### config.mk
export PLATFORM = sky130hd
export DESIGN_NAME = simd_cmd_seq_flat
export DESIGN_NICKNAME = d
export VERILOG_FILES = /design/src/rtl/simd_cmd_seq_if.sv /design/src/rtl/simd_cmd_seq.sv /design/src/flat_wrapper.sv
export SDC_FILE = /design/constraint.sdc
export NUM_CORES = 1
export LEC_CHECK = 0
export ABC_AREA = 1
export CAP_MARGIN = 40
export CORE_UTILIZATION = 35
export CTS_CLUSTER_SIZE = 12
export DETAILED_ROUTE_END_ITERATION = 16
export SETUP_SLACK_MARGIN = 0.1
export SYNTH_ARGS = -nofsm -noshare
export SYNTH_HDL_FRONTEND = slang
export SYNTH_SLANG_ARGS = --single-unit
### constraint.sdc
create_clock -name clk -period 3.6 [get_ports clk]
set_clock_uncertainty 0.2 [all_clocks]
set_input_delay 1.08 -clock clk [delete_from_list [all_inputs] [get_ports clk]]
set_output_delay 1.08 -clock clk [all_outputs]
set_load 0.02 [all_outputs]
### src/rtl/simd_cmd_seq_if.sv
// simd_cmd_seq_if: command stream (valid/ready) plus the init/load/fetch/ack
// handshake towards the device under test. The master side is the sequencer.
interface simd_cmd_seq_if #(
    parameter int unsigned IO_W = 16,
    parameter int unsigned TO_W = 16
);
    localparam int unsigned CMD_W = 4 + 1 + TO_W + IO_W;

    logic             cmd_valid;
    logic             cmd_ready;
    logic [CMD_W-1:0] cmd_data;
    logic             dut_rst_n;
    logic             dut_init;
    logic             dut_load;
    logic             dut_fetch;
    logic [IO_W-1:0]  dut_idata;
    logic             dut_ack;
    logic [IO_W-1:0]  dut_odata;

    modport master (
        input  cmd_valid, cmd_data, dut_ack, dut_odata,
        output cmd_ready, dut_rst_n, dut_init, dut_load, dut_fetch, dut_idata
    );

    modport slave (
        output cmd_valid, cmd_data, dut_ack, dut_odata,
        input  cmd_ready, dut_rst_n, dut_init, dut_load, dut_fetch, dut_idata
    );
endinterface

### src/rtl/simd_cmd_seq.sv
// simd_cmd_seq: executes single-beat commands {op, hold, arg, data} against a
// DUT over the init/load/fetch/ack handshake, checks fetched data and reports
// pass/fail plus a cycle count.
// Build option: SIMD_SEQ_CONT_ON_ERR_EN -- timeout/mismatch set the sticky flag
// and execution continues; without it the first such error halts the sequencer.
module simd_cmd_seq #(
    parameter int unsigned IO_W  = 16,
    parameter int unsigned TO_W  = 16,
    parameter int unsigned CNT_W = 32
) (
    input  logic                 clk,
    input  logic                 rst_n,
    simd_cmd_seq_if.master       bus,
    output logic                 done,
    output logic                 pass,
    output logic                 err_timeout,
    output logic                 err_mismatch,
    output logic                 err_opcode,
    output logic [CNT_W-1:0]     err_count,
    output logic [CNT_W-1:0]     cycle_count,
    output logic [IO_W-1:0]      last_exp,
    output logic [IO_W-1:0]      last_act
);
    localparam int unsigned CMD_W = 4 + 1 + TO_W + IO_W;

    localparam logic [3:0] OpNop   = 4'h0;
    localparam logic [3:0] OpReset = 4'h1;
    localparam logic [3:0] OpClock = 4'h2;
    localparam logic [3:0] OpInit  = 4'h3;
    localparam logic [3:0] OpWait  = 4'h5;
    localparam logic [3:0] OpLoad  = 4'h6;
    localparam logic [3:0] OpFetch = 4'h7;
    localparam logic [3:0] OpEnd   = 4'hF;

    localparam logic [TO_W-1:0]  TO_ONE  = 1;
    localparam logic [CNT_W-1:0] CNT_ONE = 1;

    typedef enum logic [2:0] {StIdle, StRst, StWait, StInit, StLoad, StFetch, StHalt} state_e;

    state_e            state_q, state_d;
    logic              run_q;
    logic [TO_W-1:0]   cnt_q, cnt_d;
    logic [TO_W-1:0]   arg_q, arg_d;
    logic [IO_W-1:0]   data_q, data_d;
    logic              hold_q, hold_d;
    logic [IO_W-1:0]   idata_q, idata_d;
    logic              load_hold_q, load_hold_d;
    logic              fetch_hold_q, fetch_hold_d;
    logic              done_q, done_d;
    logic              pass_q, pass_d;
    logic              err_timeout_q, err_timeout_d;
    logic              err_mismatch_q, err_mismatch_d;
    logic              err_opcode_q, err_opcode_d;
    logic [CNT_W-1:0]  err_count_q, err_count_d;
    logic [CNT_W-1:0]  cycle_count_q, cycle_count_d;
    logic [IO_W-1:0]   last_exp_q, last_exp_d;
    logic [IO_W-1:0]   last_act_q, last_act_d;

    logic [CMD_W-1:0]  cmd_word;
    logic [3:0]        cmd_op;
    logic              cmd_hold;
    logic [TO_W-1:0]   cmd_arg;
    logic [IO_W-1:0]   cmd_dat;
    logic              cmd_ready_w;
    logic              accept;
    logic [TO_W-1:0]   rst_last;
    logic              ev_timeout, ev_mismatch, xfer_ok;

    assign cmd_word = bus.cmd_data;
    assign cmd_op   = cmd_word[CMD_W-1 -: 4];
    assign cmd_hold = cmd_word[TO_W+IO_W];
    assign cmd_arg  = cmd_word[IO_W +: TO_W];
    assign cmd_dat  = cmd_word[IO_W-1:0];

    // run_q keeps cmd_ready and dut_rst_n low until the first clock after reset
    assign cmd_ready_w = run_q && (state_q == StIdle);
    assign accept      = bus.cmd_valid && cmd_ready_w;
    // RESET with arg=0 still holds the DUT in reset for one cycle
    assign rst_last    = (arg_q == '0) ? '0 : arg_q - TO_ONE;

    // Next-state, command execution and status update
    always_comb begin
        state_d        = state_q;
        cnt_d          = cnt_q;
        arg_d          = arg_q;
        data_d         = data_q;
        hold_d         = hold_q;
        idata_d        = idata_q;
        load_hold_d    = load_hold_q;
        fetch_hold_d   = fetch_hold_q;
        done_d         = done_q;
        pass_d         = pass_q;
        err_timeout_d  = err_timeout_q;
        err_mismatch_d = err_mismatch_q;
        err_opcode_d   = err_opcode_q;
        err_count_d    = err_count_q;
        last_exp_d     = last_exp_q;
        last_act_d     = last_act_q;
        ev_timeout     = 1'b0;
        ev_mismatch    = 1'b0;
        xfer_ok        = 1'b0;

        unique case (state_q)
            StIdle: begin
                if (accept) begin
                    // a held strobe lasts only until the next accepted command
                    load_hold_d  = 1'b0;
                    fetch_hold_d = 1'b0;
                    arg_d        = cmd_arg;
                    data_d       = cmd_dat;
                    hold_d       = cmd_hold;
                    cnt_d        = '0;
                    case (cmd_op)
                        OpNop, OpClock: ;
                        OpReset: state_d = StRst;
                        OpInit:  state_d = StInit;
                        OpWait:  if (cmd_arg != '0) state_d = StWait;
                        OpLoad: begin
                            state_d = StLoad;
                            idata_d = cmd_dat;
                        end
                        OpFetch: state_d = StFetch;
                        OpEnd: begin
                            state_d = StHalt;
                            done_d  = 1'b1;
                            pass_d  = !(err_timeout_q || err_mismatch_q || err_opcode_q);
                        end
                        default: begin
                            state_d      = StHalt;
                            done_d       = 1'b1;
                            pass_d       = 1'b0;
                            err_opcode_d = 1'b1;
                        end
                    endcase
                end
            end
            StRst: begin
                if (cnt_q == rst_last) state_d = StIdle;
                else                   cnt_d   = cnt_q + TO_ONE;
            end
            StWait: begin
                if (cnt_q == arg_q - TO_ONE) state_d = StIdle;
                else                         cnt_d   = cnt_q + TO_ONE;
            end
            StInit: state_d = StIdle;
            StLoad, StFetch: begin
                if (bus.dut_ack) begin
                    if (state_q == StFetch && bus.dut_odata != data_q) ev_mismatch = 1'b1;
                    else                                              xfer_ok     = 1'b1;
                end else if (arg_q != '0 && cnt_q == arg_q - TO_ONE) begin
                    ev_timeout = 1'b1;
                end else begin
                    cnt_d = cnt_q + TO_ONE;
                end
            end
            StHalt: ;
            default: state_d = StIdle;
        endcase

        if (xfer_ok) begin
            state_d      = StIdle;
            load_hold_d  = hold_q && (state_q == StLoad);
            fetch_hold_d = hold_q && (state_q == StFetch);
        end

        if (ev_timeout || ev_mismatch) begin
            if (ev_timeout) err_timeout_d = 1'b1;
            if (ev_mismatch) begin
                err_mismatch_d = 1'b1;
                last_exp_d     = data_q;
                last_act_d     = bus.dut_odata;
            end
            if (err_count_q != '1) err_count_d = err_count_q + CNT_ONE;
`ifdef SIMD_SEQ_CONT_ON_ERR_EN
            state_d = StIdle;
`else
            state_d = StHalt;
            done_d  = 1'b1;
            pass_d  = 1'b0;
`endif
        end

        cycle_count_d = (done_q || cycle_count_q == '1) ? cycle_count_q
                                                        : cycle_count_q + CNT_ONE;
    end

    // State and status registers; reset aborts any command in flight
    always_ff @(posedge clk or negedge rst_n) begin
        if (!rst_n) begin
            state_q        <= StIdle;
            run_q          <= 1'b0;
            cnt_q          <= '0;
            arg_q          <= '0;
            data_q         <= '0;
            hold_q         <= 1'b0;
            idata_q        <= '0;
            load_hold_q    <= 1'b0;
            fetch_hold_q   <= 1'b0;
            done_q         <= 1'b0;
            pass_q         <= 1'b0;
            err_timeout_q  <= 1'b0;
            err_mismatch_q <= 1'b0;
            err_opcode_q   <= 1'b0;
            err_count_q    <= '0;
            cycle_count_q  <= '0;
            last_exp_q     <= '0;
            last_act_q     <= '0;
        end else begin
            state_q        <= state_d;
            run_q          <= 1'b1;
            cnt_q          <= cnt_d;
            arg_q          <= arg_d;
            data_q         <= data_d;
            hold_q         <= hold_d;
            idata_q        <= idata_d;
            load_hold_q    <= load_hold_d;
            fetch_hold_q   <= fetch_hold_d;
            done_q         <= done_d;
            pass_q         <= pass_d;
            err_timeout_q  <= err_timeout_d;
            err_mismatch_q <= err_mismatch_d;
            err_opcode_q   <= err_opcode_d;
            err_count_q    <= err_count_d;
            cycle_count_q  <= cycle_count_d;
            last_exp_q     <= last_exp_d;
            last_act_q     <= last_act_d;
        end
    end

    assign bus.cmd_ready = cmd_ready_w;
    assign bus.dut_rst_n = run_q && (state_q != StRst);
    assign bus.dut_init  = (state_q == StInit);
    assign bus.dut_load  = (state_q == StLoad) || load_hold_q;
    assign bus.dut_fetch = (state_q == StFetch) || fetch_hold_q;
    assign bus.dut_idata = idata_q;

    assign done         = done_q;
    assign pass         = pass_q;
    assign err_timeout  = err_timeout_q;
    assign err_mismatch = err_mismatch_q;
    assign err_opcode   = err_opcode_q;
    assign err_count    = err_count_q;
    assign cycle_count  = cycle_count_q;
    assign last_exp     = last_exp_q;
    assign last_act     = last_act_q;
endmodule
### src/flat_wrapper.sv
// flat-port wrapper written by rule: the top's interface ports become plain ports
module simd_cmd_seq_flat 
#(
    parameter int unsigned IO_W  = 16,
    parameter int unsigned TO_W  = 16,
    parameter int unsigned CNT_W = 32
)
  (clk, rst_n, done, pass, err_timeout, err_mismatch, err_opcode, err_count, cycle_count, last_exp, last_act, bus_cmd_valid, bus_cmd_data, bus_dut_ack, bus_dut_odata, bus_cmd_ready, bus_dut_rst_n, bus_dut_init, bus_dut_load, bus_dut_fetch, bus_dut_idata);
  simd_cmd_seq_if #(.IO_W(IO_W), .TO_W(TO_W)) bus_i ();
  input  logic clk;
  input  logic rst_n;
  output logic done;
  output logic pass;
  output logic err_timeout;
  output logic err_mismatch;
  output logic err_opcode;
  output logic [CNT_W-1:0] err_count;
  output logic [CNT_W-1:0] cycle_count;
  output logic [IO_W-1:0] last_exp;
  output logic [IO_W-1:0] last_act;
  input wire logic [$bits(bus_i.cmd_valid)-1:0] bus_cmd_valid;
  input wire logic [$bits(bus_i.cmd_data)-1:0] bus_cmd_data;
  input wire logic [$bits(bus_i.dut_ack)-1:0] bus_dut_ack;
  input wire logic [$bits(bus_i.dut_odata)-1:0] bus_dut_odata;
  output wire logic [$bits(bus_i.cmd_ready)-1:0] bus_cmd_ready;
  output wire logic [$bits(bus_i.dut_rst_n)-1:0] bus_dut_rst_n;
  output wire logic [$bits(bus_i.dut_init)-1:0] bus_dut_init;
  output wire logic [$bits(bus_i.dut_load)-1:0] bus_dut_load;
  output wire logic [$bits(bus_i.dut_fetch)-1:0] bus_dut_fetch;
  output wire logic [$bits(bus_i.dut_idata)-1:0] bus_dut_idata;
  assign bus_i.cmd_valid = bus_cmd_valid;
  assign bus_i.cmd_data = bus_cmd_data;
  assign bus_i.dut_ack = bus_dut_ack;
  assign bus_i.dut_odata = bus_dut_odata;
  assign bus_cmd_ready = bus_i.cmd_ready;
  assign bus_dut_rst_n = bus_i.dut_rst_n;
  assign bus_dut_init = bus_i.dut_init;
  assign bus_dut_load = bus_i.dut_load;
  assign bus_dut_fetch = bus_i.dut_fetch;
  assign bus_dut_idata = bus_i.dut_idata;
  simd_cmd_seq #(.IO_W(IO_W), .TO_W(TO_W), .CNT_W(CNT_W)) u_core (.clk(clk), .rst_n(rst_n), .bus(bus_i), .done(done), .pass(pass), .err_timeout(err_timeout), .err_mismatch(err_mismatch), .err_opcode(err_opcode), .err_count(err_count), .cycle_count(cycle_count), .last_exp(last_exp), .last_act(last_act));
endmodule
==> metrics.txt <==
core box area=26300 sq um; Ports=around 180; Post-CTS Setup Repair Bufs=0; Vias per Instance=slightly below 5; Clk Tree Root Cell=clkbuf_16; Post-CTS Hold Buffers=0; ranking of synthesized cells by area=dfrtp_1 (45%), nand2_1 (16%), inv_1 (5.6%); leakage=roughly 5.7 nW; Starting Density=a little over a third; slowest CP cell=clkdlybuf4s50_1; Max FO, Critical Path=6; pwr/cell area=approximately 640 nW/um^2; endpoints failing setup=0; crit-path max cell delay=between 0.6 and 0.7 ns; Critical Path Start Type=flip-flop; largest net degree at the start of global routing=between 50 and 60; area of the multi-input gates=around 4500 sq um; slew margin rel.=a little over half; clock-pin slew on the worst setup and hold paths=approximately 0.070 ns; first-pass GRT wire length=about 46 mm; DIE AREA=roughly 28000 sq um; CTS max path bufs=2; FILL cells=around 2.6k; crit-path cells=inv_1 > nand2_1 > nor2_1 > inv_1 > nand2_1 > clkdlybuf4s50_1; DR WL/cell=between 15 and 20 microns; status=finished, violations left; kind of critical path=reg -> out; gr usage total=between 20% and 30%; final hold slack=roughly 0.28 ns; fin area=~12000 sq um; number of global-route vias before repair=approximately 8.5k; Post-DP Area=11700 sq um; distinct cell type count after synthesis=42; Total Wirelength=approximately 28 mm; antenna violations before repair=0; via count=~8.8k; GP Congestion=a little over 0.9; period utilisation layout=a little over nine tenths; Synth top area share=45.5%; TritonCTS Buffers=17; Critical Path RT=roughly 2.3 ns; hpwl dp=20.8 mm; VDD IR-drop max=approximately 370 uV; Post-Synthesis Cells=1267; CTS tree=done; Die Y=about 170 microns; fin crit period=between 3 and 4 ns; biggest area consumer among synthesized cells=dfrtp_1; count leader, synth=nand2_1; remaining routing DRC violations=5; Post-Syn Area=between 9000 and 10000 sq um; IO buf count=about 180; Setup crit end kind=output port; gr ovfl total=0; synthesized area per cell=between 7 and 8 sq um; fmax=between 200 and 300 MHz; yosys warns=0; drt pass-1 iters=10; die width=around 170 microns; failing checks=DRC; CTS sink cnt=between 150 and 200; Max Slew Vio Count=0; Register Area=between 4000 and 5000 sq um; Synth-to-Final Area Change=29.9%; setup TNS=0 ns; WP data arrival=approximately 2.1 ns; number of synthesized register bits=approximately 170; Seq/Total Area, Yosys=a little under half; antenna viol nets, final=0; Hold WC Path Type=reg -> reg; worst-margin pin slew=approximately 0.7 ns; H-tree depth=4; share of layout cells above drive strength 1=just over 6%; top post-synthesis cells by count=nand2_1 (398), dfrtp_1 (172), inv_1 (140); MaxCap Viol Count=0; row count=approximately 60; RSZ-0062 raised after global routing=no; Post-Synthesis Net Count=between 1k and 1.5k; # diodes=0; DR iter-0 viols=604; endpoints failing hold=0; Synth async-reset ratio=100%; Skew-Pair Late Insertion Delay=around 0.44 ns; Final #Nets=approximately 1.5k; ys flop type=dfrtp_1; Post-synth EDFFs=0
layer usage:
| metal | global-route usage [%] | part of all wire, % |
|---|---|---|
| met1 | 29.3 | 50 |
| met2 | 31.9 | 43 |
| met3 | 4.97 | 6.1 |
| met4 | 4.95 | 1.2 |
| met5 | 0 | 0 |
report_power, final:
part           internal [mW]  switching, mW
clock network          0.982          0.874
registers               2.42          0.529
logic                   1.24           1.78
layout make-up:
cell class / count / area share [%]
Multi-Input combinational cell: 918 / 36.5
Clock inverter: 14 / 1.27
Sequential cell: 172 / 35.0
Inverter: 144 / 4.39
Timing Repair Buffer: 195 / 16.0
Clock buffer: 18 / 3.49
Tap cell: 335 / 3.41
final timing paths:
path,start,slack (ns),cells after the start,to
setup / recovery,u_core.state_q[1],0.22,6,bus_dut_fetch
hold reg to reg,u_core.last_exp[0],0.28,2,u_core.last_exp[0]
setup reg to reg,u_core.arg_q[0],0.46,17,u_core.err_count[0]
hold / removal,u_core.last_exp[0],0.28,2,u_core.last_exp[0]
max in group asynchronous,rst_n,2.11,2,u_core.bus.dut_idata[15]
min in group asynchronous,rst_n,0.40,1,u_core.arg_q[5]
critical path: cells and delay by family (launching register included):
kind	cells	cell delay, ns
buffers and inverters	3	0.87
flip-flops	1	0.43
AND/OR/NAND/NOR	3	0.38
layout by cell type, fill, tap and decap left out, drive strengths merged, types with 32 or more instances in the layout:
cell             n
nand4           34
inv            149
xor2            44
nor3            33
dfrtp          172
clkdlybuf4s50  176
nand2          404
nor2           129
nand3           88
o21ai           88
xnor2           32
per-stage QoR:
step | cells | setup slack [ns] | utilization [%] | total power [mW]
after floorplan | 1267 | 0.822 | - | 4.67
after global placement | 1764 | 0.0917 | 44.5 | 5.95
after detailed placement | 1764 | 0.0400 | 44.5 | 5.96
after CTS | 1796 | 0.220 | 46.7 | 7.86
after global routing | 1796 | 0.122 | 46.8 | 8.38
final | 1796 | 0.221 | 46.8 | 7.82
cells by family after synthesis:
family	synth area share [%]
adders and majority gates	0.529
and+or+nand+nor	33.2
AOI/OAI and AO/OA	6.08
other	0.0396
buffers and inverters	7.31
muxes	0.119
DFF	45.5
xor gates and xnor gates	7.27
timing repair:
| action | in CTS | in global routing |
|---|---|---|
| endpoints found under the hold margin | 0 | 0 |
| endpoints found under the setup margin | 0 | 40 |
| resized for setup | 0 | 4 |
flip-flops by register name, indices dropped and copies added, names as in the netlist, 3 cells and up:
signal and cells:
u_core.data_q 16, u_core.cnt_q 16, u_core.state_q 3, u_core.err_count 32
u_core.bus.dut_idata 16, u_core.last_exp 16, u_core.cycle_count 32, u_core.arg_q 16
u_core.last_act 16
No activity file was read; power rests on OpenSTA's default activity.
